$ cat config.mk
export PLATFORM = sky130hd
export DESIGN_NAME = spi_reg_slave
export DESIGN_NICKNAME = d
export VERILOG_FILES = /design/src/rtl/spi_reg_slave.sv
export SDC_FILE = /design/constraint.sdc
export NUM_CORES = 1
export LEC_CHECK = 0
export CAP_MARGIN = 20
export CORE_ASPECT_RATIO = 0.6
export CORE_UTILIZATION = 60
export CTS_CLUSTER_SIZE = 20
export DETAILED_ROUTE_END_ITERATION = 6
export HOLD_SLACK_MARGIN = 0.08
export PLACE_DENSITY = 0.78
export SYNTH_ARGS = -nofsm -noshare
export SYNTH_HDL_FRONTEND = slang
export SYNTH_SLANG_ARGS = --single-unit
$ cat constraint.sdc
create_clock -name clk -period 3.3 [get_ports clk]
set_clock_uncertainty 0.1 [all_clocks]
set_input_delay 0.495 -clock clk [delete_from_list [all_inputs] [get_ports clk]]
set_output_delay 0.495 -clock clk [all_outputs]
set_load 0.005 [all_outputs]
$ cat src/rtl/spi_reg_slave.sv
// SPI register-file slave: 2**ADDR_W x DATA_W registers reached over sclk/sen/sdi/sdo.
// Define SPI_REG_SLAVE_ABORTCNT_EN to turn the top address into a read-only aborted-frame counter.
module spi_reg_slave #(
   parameter int ADDR_W      = 4,
   parameter int DATA_W      = 20,
   parameter int SYNC_STAGES = 2
) (
   input  logic              clk,
   input  logic              rst_n,
   input  logic              sclk,
   input  logic              sen,
   input  logic              sdi,
   output logic              sdo,
   output logic              sdo_oe,
   input  logic [ADDR_W-1:0] loc_addr,
   output logic [DATA_W-1:0] loc_rdata,
   output logic              wr_strobe,
   output logic [ADDR_W-1:0] wr_addr,
   output logic [DATA_W-1:0] wr_data
);
   localparam int NREG  = 2**ADDR_W;
   localparam int CNT_W = $clog2(ADDR_W + DATA_W + 3);
   // rise numbers (1-based) that close each frame phase
   localparam logic [CNT_W-1:0] R_CMD_LAST = CNT_W'(ADDR_W + 1);
   localparam logic [CNT_W-1:0] R_WR_LAST  = CNT_W'(ADDR_W + DATA_W + 1);
   localparam logic [CNT_W-1:0] R_TURN     = CNT_W'(ADDR_W + 2);
   localparam logic [CNT_W-1:0] R_RD_LAST  = CNT_W'(ADDR_W + DATA_W + 2);

   typedef enum logic [2:0] {IDLE, CMD, WDATA, TURN, RDATA, DONE} state_t;

   logic [SYNC_STAGES-1:0] sclk_sync_q, sen_sync_q, sdi_sync_q;
   logic                   sclk_hist_q, sen_hist_q, sdi_hist_q;
   logic                   sclk_rise_q, sclk_fall_q, sen_rise_q, sen_fall_q;

   state_t              state_q;
   logic [CNT_W-1:0]    cnt_q, cnt_d;
   logic [ADDR_W-1:0]   cmd_q;
   logic [ADDR_W:0]     cmd_d;
   logic [DATA_W-2:0]   wdata_q;
   logic [DATA_W-1:0]   wdata_d;
   logic [DATA_W-1:0]   shadow_q;
   logic [ADDR_W-1:0]   addr_q;
   logic [DATA_W-1:0]   regs_q [NREG];
   logic                sdo_q, sdo_oe_q, wr_strobe_q;
   logic [ADDR_W-1:0]   wr_addr_q;
   logic [DATA_W-1:0]   wr_data_q, loc_rdata_q;
   logic                wr_ok;

`ifdef SPI_REG_SLAVE_ABORTCNT_EN
   localparam logic [ADDR_W-1:0] TOP_ADDR = '1;
   logic [DATA_W-1:0] abort_cnt_q;
   assign wr_ok = (addr_q != TOP_ADDR);
`else
   assign wr_ok = 1'b1;
`endif

   // Synchronisers plus registered edge pulses; sdi_hist_q is the bit seen at a rise pulse.
   always_ff @(posedge clk) begin
      if (!rst_n) begin
         sclk_sync_q <= '0;
         sen_sync_q  <= '0;
         sdi_sync_q  <= '0;
         sclk_hist_q <= 1'b0;
         sen_hist_q  <= 1'b0;
         sdi_hist_q  <= 1'b0;
         sclk_rise_q <= 1'b0;
         sclk_fall_q <= 1'b0;
         sen_rise_q  <= 1'b0;
         sen_fall_q  <= 1'b0;
      end else begin
         sclk_sync_q <= {sclk_sync_q[SYNC_STAGES-2:0], sclk};
         sen_sync_q  <= {sen_sync_q[SYNC_STAGES-2:0], sen};
         sdi_sync_q  <= {sdi_sync_q[SYNC_STAGES-2:0], sdi};
         sclk_hist_q <= sclk_sync_q[SYNC_STAGES-1];
         sen_hist_q  <= sen_sync_q[SYNC_STAGES-1];
         sdi_hist_q  <= sdi_sync_q[SYNC_STAGES-1];
         sclk_rise_q <= sclk_sync_q[SYNC_STAGES-1] & ~sclk_hist_q;
         sclk_fall_q <= ~sclk_sync_q[SYNC_STAGES-1] & sclk_hist_q;
         sen_rise_q  <= sen_sync_q[SYNC_STAGES-1] & ~sen_hist_q;
         sen_fall_q  <= ~sen_sync_q[SYNC_STAGES-1] & sen_hist_q;
      end
   end

   assign cnt_d   = cnt_q + 1'b1;
   assign cmd_d   = {cmd_q, sdi_hist_q};
   assign wdata_d = {wdata_q, sdi_hist_q};

   function automatic logic [DATA_W-1:0] rd_val(input logic [ADDR_W-1:0] a);
`ifdef SPI_REG_SLAVE_ABORTCNT_EN
      if (a == TOP_ADDR) return abort_cnt_q;
`endif
      return regs_q[a];
   endfunction

   always_ff @(posedge clk) begin
      if (!rst_n) begin
         state_q     <= IDLE;
         cnt_q       <= '0;
         cmd_q       <= '0;
         wdata_q     <= '0;
         shadow_q    <= '0;
         addr_q      <= '0;
         sdo_q       <= 1'b0;
         sdo_oe_q    <= 1'b0;
         wr_strobe_q <= 1'b0;
         wr_addr_q   <= '0;
         wr_data_q   <= '0;
         loc_rdata_q <= '0;
         for (int i = 0; i < NREG; i++) regs_q[i] <= '0;
`ifdef SPI_REG_SLAVE_ABORTCNT_EN
         abort_cnt_q <= '0;
`endif
      end else begin
         wr_strobe_q <= 1'b0;
         loc_rdata_q <= rd_val(loc_addr);
         // abort has priority over any sclk edge seen in the same clk
         if (sen_fall_q && state_q != IDLE && state_q != DONE) begin
            state_q  <= IDLE;
            sdo_oe_q <= 1'b0;
`ifdef SPI_REG_SLAVE_ABORTCNT_EN
            if (abort_cnt_q != '1) abort_cnt_q <= abort_cnt_q + 1'b1;
`endif
         end else begin
            case (state_q)
               IDLE: begin
                  cnt_q <= '0;
                  if (sen_rise_q) state_q <= CMD;
               end
               CMD: if (sclk_rise_q) begin
                  cnt_q <= cnt_d;
                  cmd_q <= cmd_d[ADDR_W-1:0];
                  if (cnt_d == R_CMD_LAST) begin
                     addr_q <= cmd_d[ADDR_W-1:0];
                     if (cmd_d[ADDR_W]) begin
                        state_q  <= TURN;
                        shadow_q <= rd_val(cmd_d[ADDR_W-1:0]);
                     end else begin
                        state_q <= WDATA;
                     end
                  end
               end
               WDATA: if (sclk_rise_q) begin
                  cnt_q   <= cnt_d;
                  wdata_q <= wdata_d[DATA_W-2:0];
                  if (cnt_d == R_WR_LAST) begin
                     state_q <= DONE;
                     if (wr_ok) begin
                        regs_q[addr_q] <= wdata_d;
                        wr_strobe_q    <= 1'b1;
                        wr_addr_q      <= addr_q;
                        wr_data_q      <= wdata_d;
                     end
                  end
               end
               TURN: begin
                  if (sclk_rise_q) begin
                     cnt_q <= cnt_d;
                  end else if (sclk_fall_q && cnt_q == R_TURN) begin
                     sdo_oe_q <= 1'b1;
                     sdo_q    <= shadow_q[DATA_W-1];
                     shadow_q <= {shadow_q[DATA_W-2:0], 1'b0};
                     state_q  <= RDATA;
                  end
               end
               RDATA: begin
                  if (sclk_rise_q) begin
                     cnt_q <= cnt_d;
                  end else if (sclk_fall_q) begin
                     if (cnt_q == R_RD_LAST) begin
                        sdo_oe_q <= 1'b0;
                        state_q  <= DONE;
                     end else begin
                        sdo_q    <= shadow_q[DATA_W-1];
                        shadow_q <= {shadow_q[DATA_W-2:0], 1'b0};
                     end
                  end
               end
               DONE:    if (sen_fall_q) state_q <= IDLE;
               default: state_q <= IDLE;
            endcase
         end
      end
   end

   assign sdo       = sdo_q;
   assign sdo_oe    = sdo_oe_q;
   assign wr_strobe = wr_strobe_q;
   assign wr_addr   = wr_addr_q;
   assign wr_data   = wr_data_q;
   assign loc_rdata = loc_rdata_q;

endmodule

==> results by group <==
Clock tree
  • Cts hold-fix bufs: 0
  • Num CTS Buffers: 40
  • H-tree depth: 2
  • CTS tree: yes
  • Sink Count: 435
  • Post-CTS sizing: 0
  • Clock transition at path regs: 0.07 ns
  • Setup Buffers After CTS: 0
  • CTS Root Cell: clkbuf_16
  • CTS max path bufs: 3
  • Clock Latency Late Sink: 0.56 ns

Power and ir drop
  • Clock power share: 40.7%
  • Cell-internal power: 9.17 mW
  • Comb power frac: 7.5%
  • Sw Pwr: 2.67 mW
  • Switching fraction of total power: 22.6%
  • Pwr dens: 498 nW/um2
  • Pleak: 8.21 nW
  • Design Power: 11.8 mW
  • Worst vdd ir: 0.399 mV
  • Seq pwr share: 51.8%

Die
  • Top Ports: 56
  • Chip width: 245 um
  • Core ar.: 34300 um2
  • Row count: 52
  • Initial core utilization: 61.9%
  • Die H: 148 um
  • Die area: 36200 um2

Synth
  • Cells after synthesis: 1535
  • Post-Synth Simple-Gate Area: 15.6%
  • Post-synthesis compound-gate area fraction: 3.58%
  • Yosys cell types: 54
  • Synth Area in XOR/XNOR: 0.124%
  • Asr flop ratio synth: 0%
  • Synth warn: 0
  • Dominant synthesized flop cell: edfxtp_1
  • Mux cell area share after synthesis: 21.2%
  • Syn_nets: 1547
  • Syn Std Cell Area: 21200 um2
  • Seq/Total Area, Yosys: 56.1%
  • Post-synthesis adder-cell area fraction: 0.177%
  • Register bit total from synthesis: 435
  • Largest family of logic cells by synthesized area: multiplexers
  • Syn_area_per_cell: 13.8 um2
  • Number of synthesized flops with an enable pin: 320

STA
  • Fmax: 0.318 GHz
  • Unrepaired setup endpoints after global routing: no
  • TNS Setup: 0 ns
  • Tmin final: 3.14 ns
  • Setup ws final: 0.159 ns
  • Final Hold Viols: 0
  • Max-Slew Margin vs Limit: 30.5%
  • Worst slew pin tran: 1.04 ns
  • Final Cycle Share: 95.2%
  • Slew Viols, Final: 0
  • Final setup violation count: 0

Critical path
  • WS Path Type: register to register
  • WP data required: 3.44 ns
  • R2R depth: 8
  • Crit end category: register
  • Reg-to-Reg Start: cnt_q[1]
  • RR Endpoint: regs_q[4][5]
  • Worst-path fanout max: 41
  • Critical path data arrival time: 3.28 ns
  • Critical path startpoint category: register
  • Flop2flop setup slack: 0.16 ns

Status
  • Outcome: finished, final reports clean

Final layout
  • Share of cells above drive strength 1: 22.9%
  • Total Nets Final: 1571
  • Synthesis-to-layout area growth: 12.0%
  • Final core occ: 69.4%
  • Ant diodes: 0

Placed design
  • Worst slack, placed: 0.155 ns
  • Detailed Place HPWL: 39.2 mm
  • Gpl congestion: 0.895
  • PortBufs: 55

Global routing
  • Total overflow reported by the global router: 0
  • Vias in the first global route: 13000
  • First-pass GRT wire length: 84.2 mm
  • Initial antenna violation count: 0
  • Largest net degree at the start of global routing: 63
  • Overall Global Routing Usage: 32.3%

Min path
  • Hold Path Cell Cnt: 1
  • Min-delay worst type: register to register
  • Hold Path Origin: sclk_hist_q
  • Hold Crit Endpoint: sclk_rise_q

Routing
  • Vias post-DR: 13600
  • Remaining antenna violation count after routing: 0
  • DR vias/cell: 6.65
  • Number of DRC markers in iteration 0: 1914
  • Drt total wl: 56.6 mm
  • Wirelength per Cell: 27.6 um
  • Drt pass-1 iters: 5
  • DRC violations left: 0

Run
  • Max-cap check violation count: 0
[worst max-delay path, cell delays in order (launching register included)]
cell      delay (ns)
dfxtp_1         0.45
ha_1            0.31
and3_1          0.23
o22ai_1         0.12
or4_2           0.64
buf_6           0.25
nor4_4          0.27
nand2b_1        0.16
buf_4           0.26
[sequential cells by signal (all words and copies together), names as in the netlist, 2 cells and up]
name         cells
addr_q           4
cmd_q            4
cnt_q            5
loc_rdata       20
regs_q         320
sclk_sync_q      2
sdi_sync_q       2
sen_sync_q       2
shadow_q        20
state_q          3
wdata_q         19
wr_addr          4
wr_data         20
[cell usage after synthesis, drive strengths merged (7+ instances only)]
cell / number / area [um2]
o21ai: 30 / 150
a21oi: 77 / 385
nand2b: 18 / 113
nor2b: 7 / 43.8
o22ai: 20 / 125
nand3: 10 / 50.1
dfxtp: 115 / 2300
buf: 61 / 312
edfxtp: 320 / 9610
mux4: 181 / 4080
and2: 349 / 2180
nor3: 15 / 135
clkbuf: 96 / 360
mux2i: 42 / 420
nand2: 123 / 462
nor2: 16 / 67.6
[cell usage in the layout (no fill, tap or decap), types with 3 or more instances in the layout]
| cell type | netlist | final |
|---|---|---|
| a21oi_1 | 77 | 77 |
| a31oi_1 | 4 | 3 |
| and2_1 | 349 | 349 |
| and3_1 | 3 | 3 |
| buf_12 | 0 | 6 |
| buf_4 | 4 | 79 |
| bufinv_16 | 0 | 3 |
| clkbuf_1 | 96 | 5 |
| clkbuf_16 | 0 | 42 |
| clkbuf_8 | 0 | 5 |
| clkdlybuf4s50_1 | 0 | 51 |
| clkinv_2 | 0 | 8 |
| clkinv_4 | 0 | 3 |
| dfxtp_1 | 115 | 112 |
| dfxtp_4 | 0 | 3 |
| edfxtp_1 | 320 | 320 |
| ha_1 | 3 | 3 |
| inv_1 | 3 | 3 |
| inv_6 | 0 | 3 |
| mux2i_1 | 42 | 42 |
| mux4_2 | 181 | 181 |
| nand2_1 | 123 | 123 |
| nand2b_1 | 18 | 18 |
| nand3_1 | 10 | 10 |
| nand3b_1 | 3 | 3 |
| nor2_1 | 15 | 15 |
| nor2b_1 | 7 | 7 |
| nor3_1 | 3 | 3 |
| nor3_2 | 12 | 12 |
| nor3b_1 | 4 | 4 |
| nor4_4 | 1 | 4 |
| o21ai_0 | 29 | 29 |
| o22ai_1 | 20 | 20 |
[cell type report]
cell class	count	area, um2
Inverter	4	15.0
Fill cell	2199	10500
Sequential cell	435	11900
Multi-Input combinational cell	939	8680
Clock buffer	55	1160
Timing Repair Buffer	139	1240
Clock inverter	19	194
Tap cell	459	574
[cell families after synthesis]
kind of cell    after synthesis
simple gates                570
flops                       435
compound gates              140
xor+xnor                      3
buf+inv                     161
mux                         223
fa+ha+maj                     3
[power groups by stage]
stage / clock, mW / combinational, mW / sequential [mW]
after floorplan: 0 / 0.583 / 6.19
after global placement: 0 / 0.863 / 6.24
after detailed placement: 0 / 0.874 / 6.25
after CTS: 4.85 / 0.881 / 6.13
after global routing: 5.08 / 0.938 / 6.15
final: 4.82 / 0.887 / 6.14
[per-stage QoR]
step                      area (um2)  hold WS, ns  instances
after floorplan                21200        0.283       1535
after global placement         22400        0.292       1976
after detailed placement       22400        0.297       1976
after CTS                      23800        0.301       2050
after global routing           23800        0.314       2050
final                          23800        0.301       2050
[worst max path at each step]
| stage | start | endpoint | cells after the start |
|---|---|---|---|
| detailed placement | cnt_q[1] | regs_q[4][8] | 8 |
| floorplan | cnt_q[1] | regs_q[4][0] | 8 |
| CTS | cnt_q[1] | regs_q[4][3] | 8 |
| global route | cnt_q[0] | regs_q[2][8] | 8 |
| global placement | cnt_q[1] | regs_q[4][8] | 8 |
| finish | cnt_q[1] | regs_q[4][5] | 8 |
[metal layers]
| layer | share of wire (%) | wire length [um] | vias up | track usage (%) |
|---|---|---|---|---|
| met3 | 14 | 7790 | 113 | 9.33 |
| met1 | 41 | 23100 | 6849 | 49.5 |
| met4 | 3.4 | 1930 | 0 | 11.3 |
| met5 | 0 | 0 | - | 0 |
| li1 | - | - | 5713 | - |
| met2 | 42 | 23800 | 962 | 44.1 |
(Power assumes the default switching activity.)
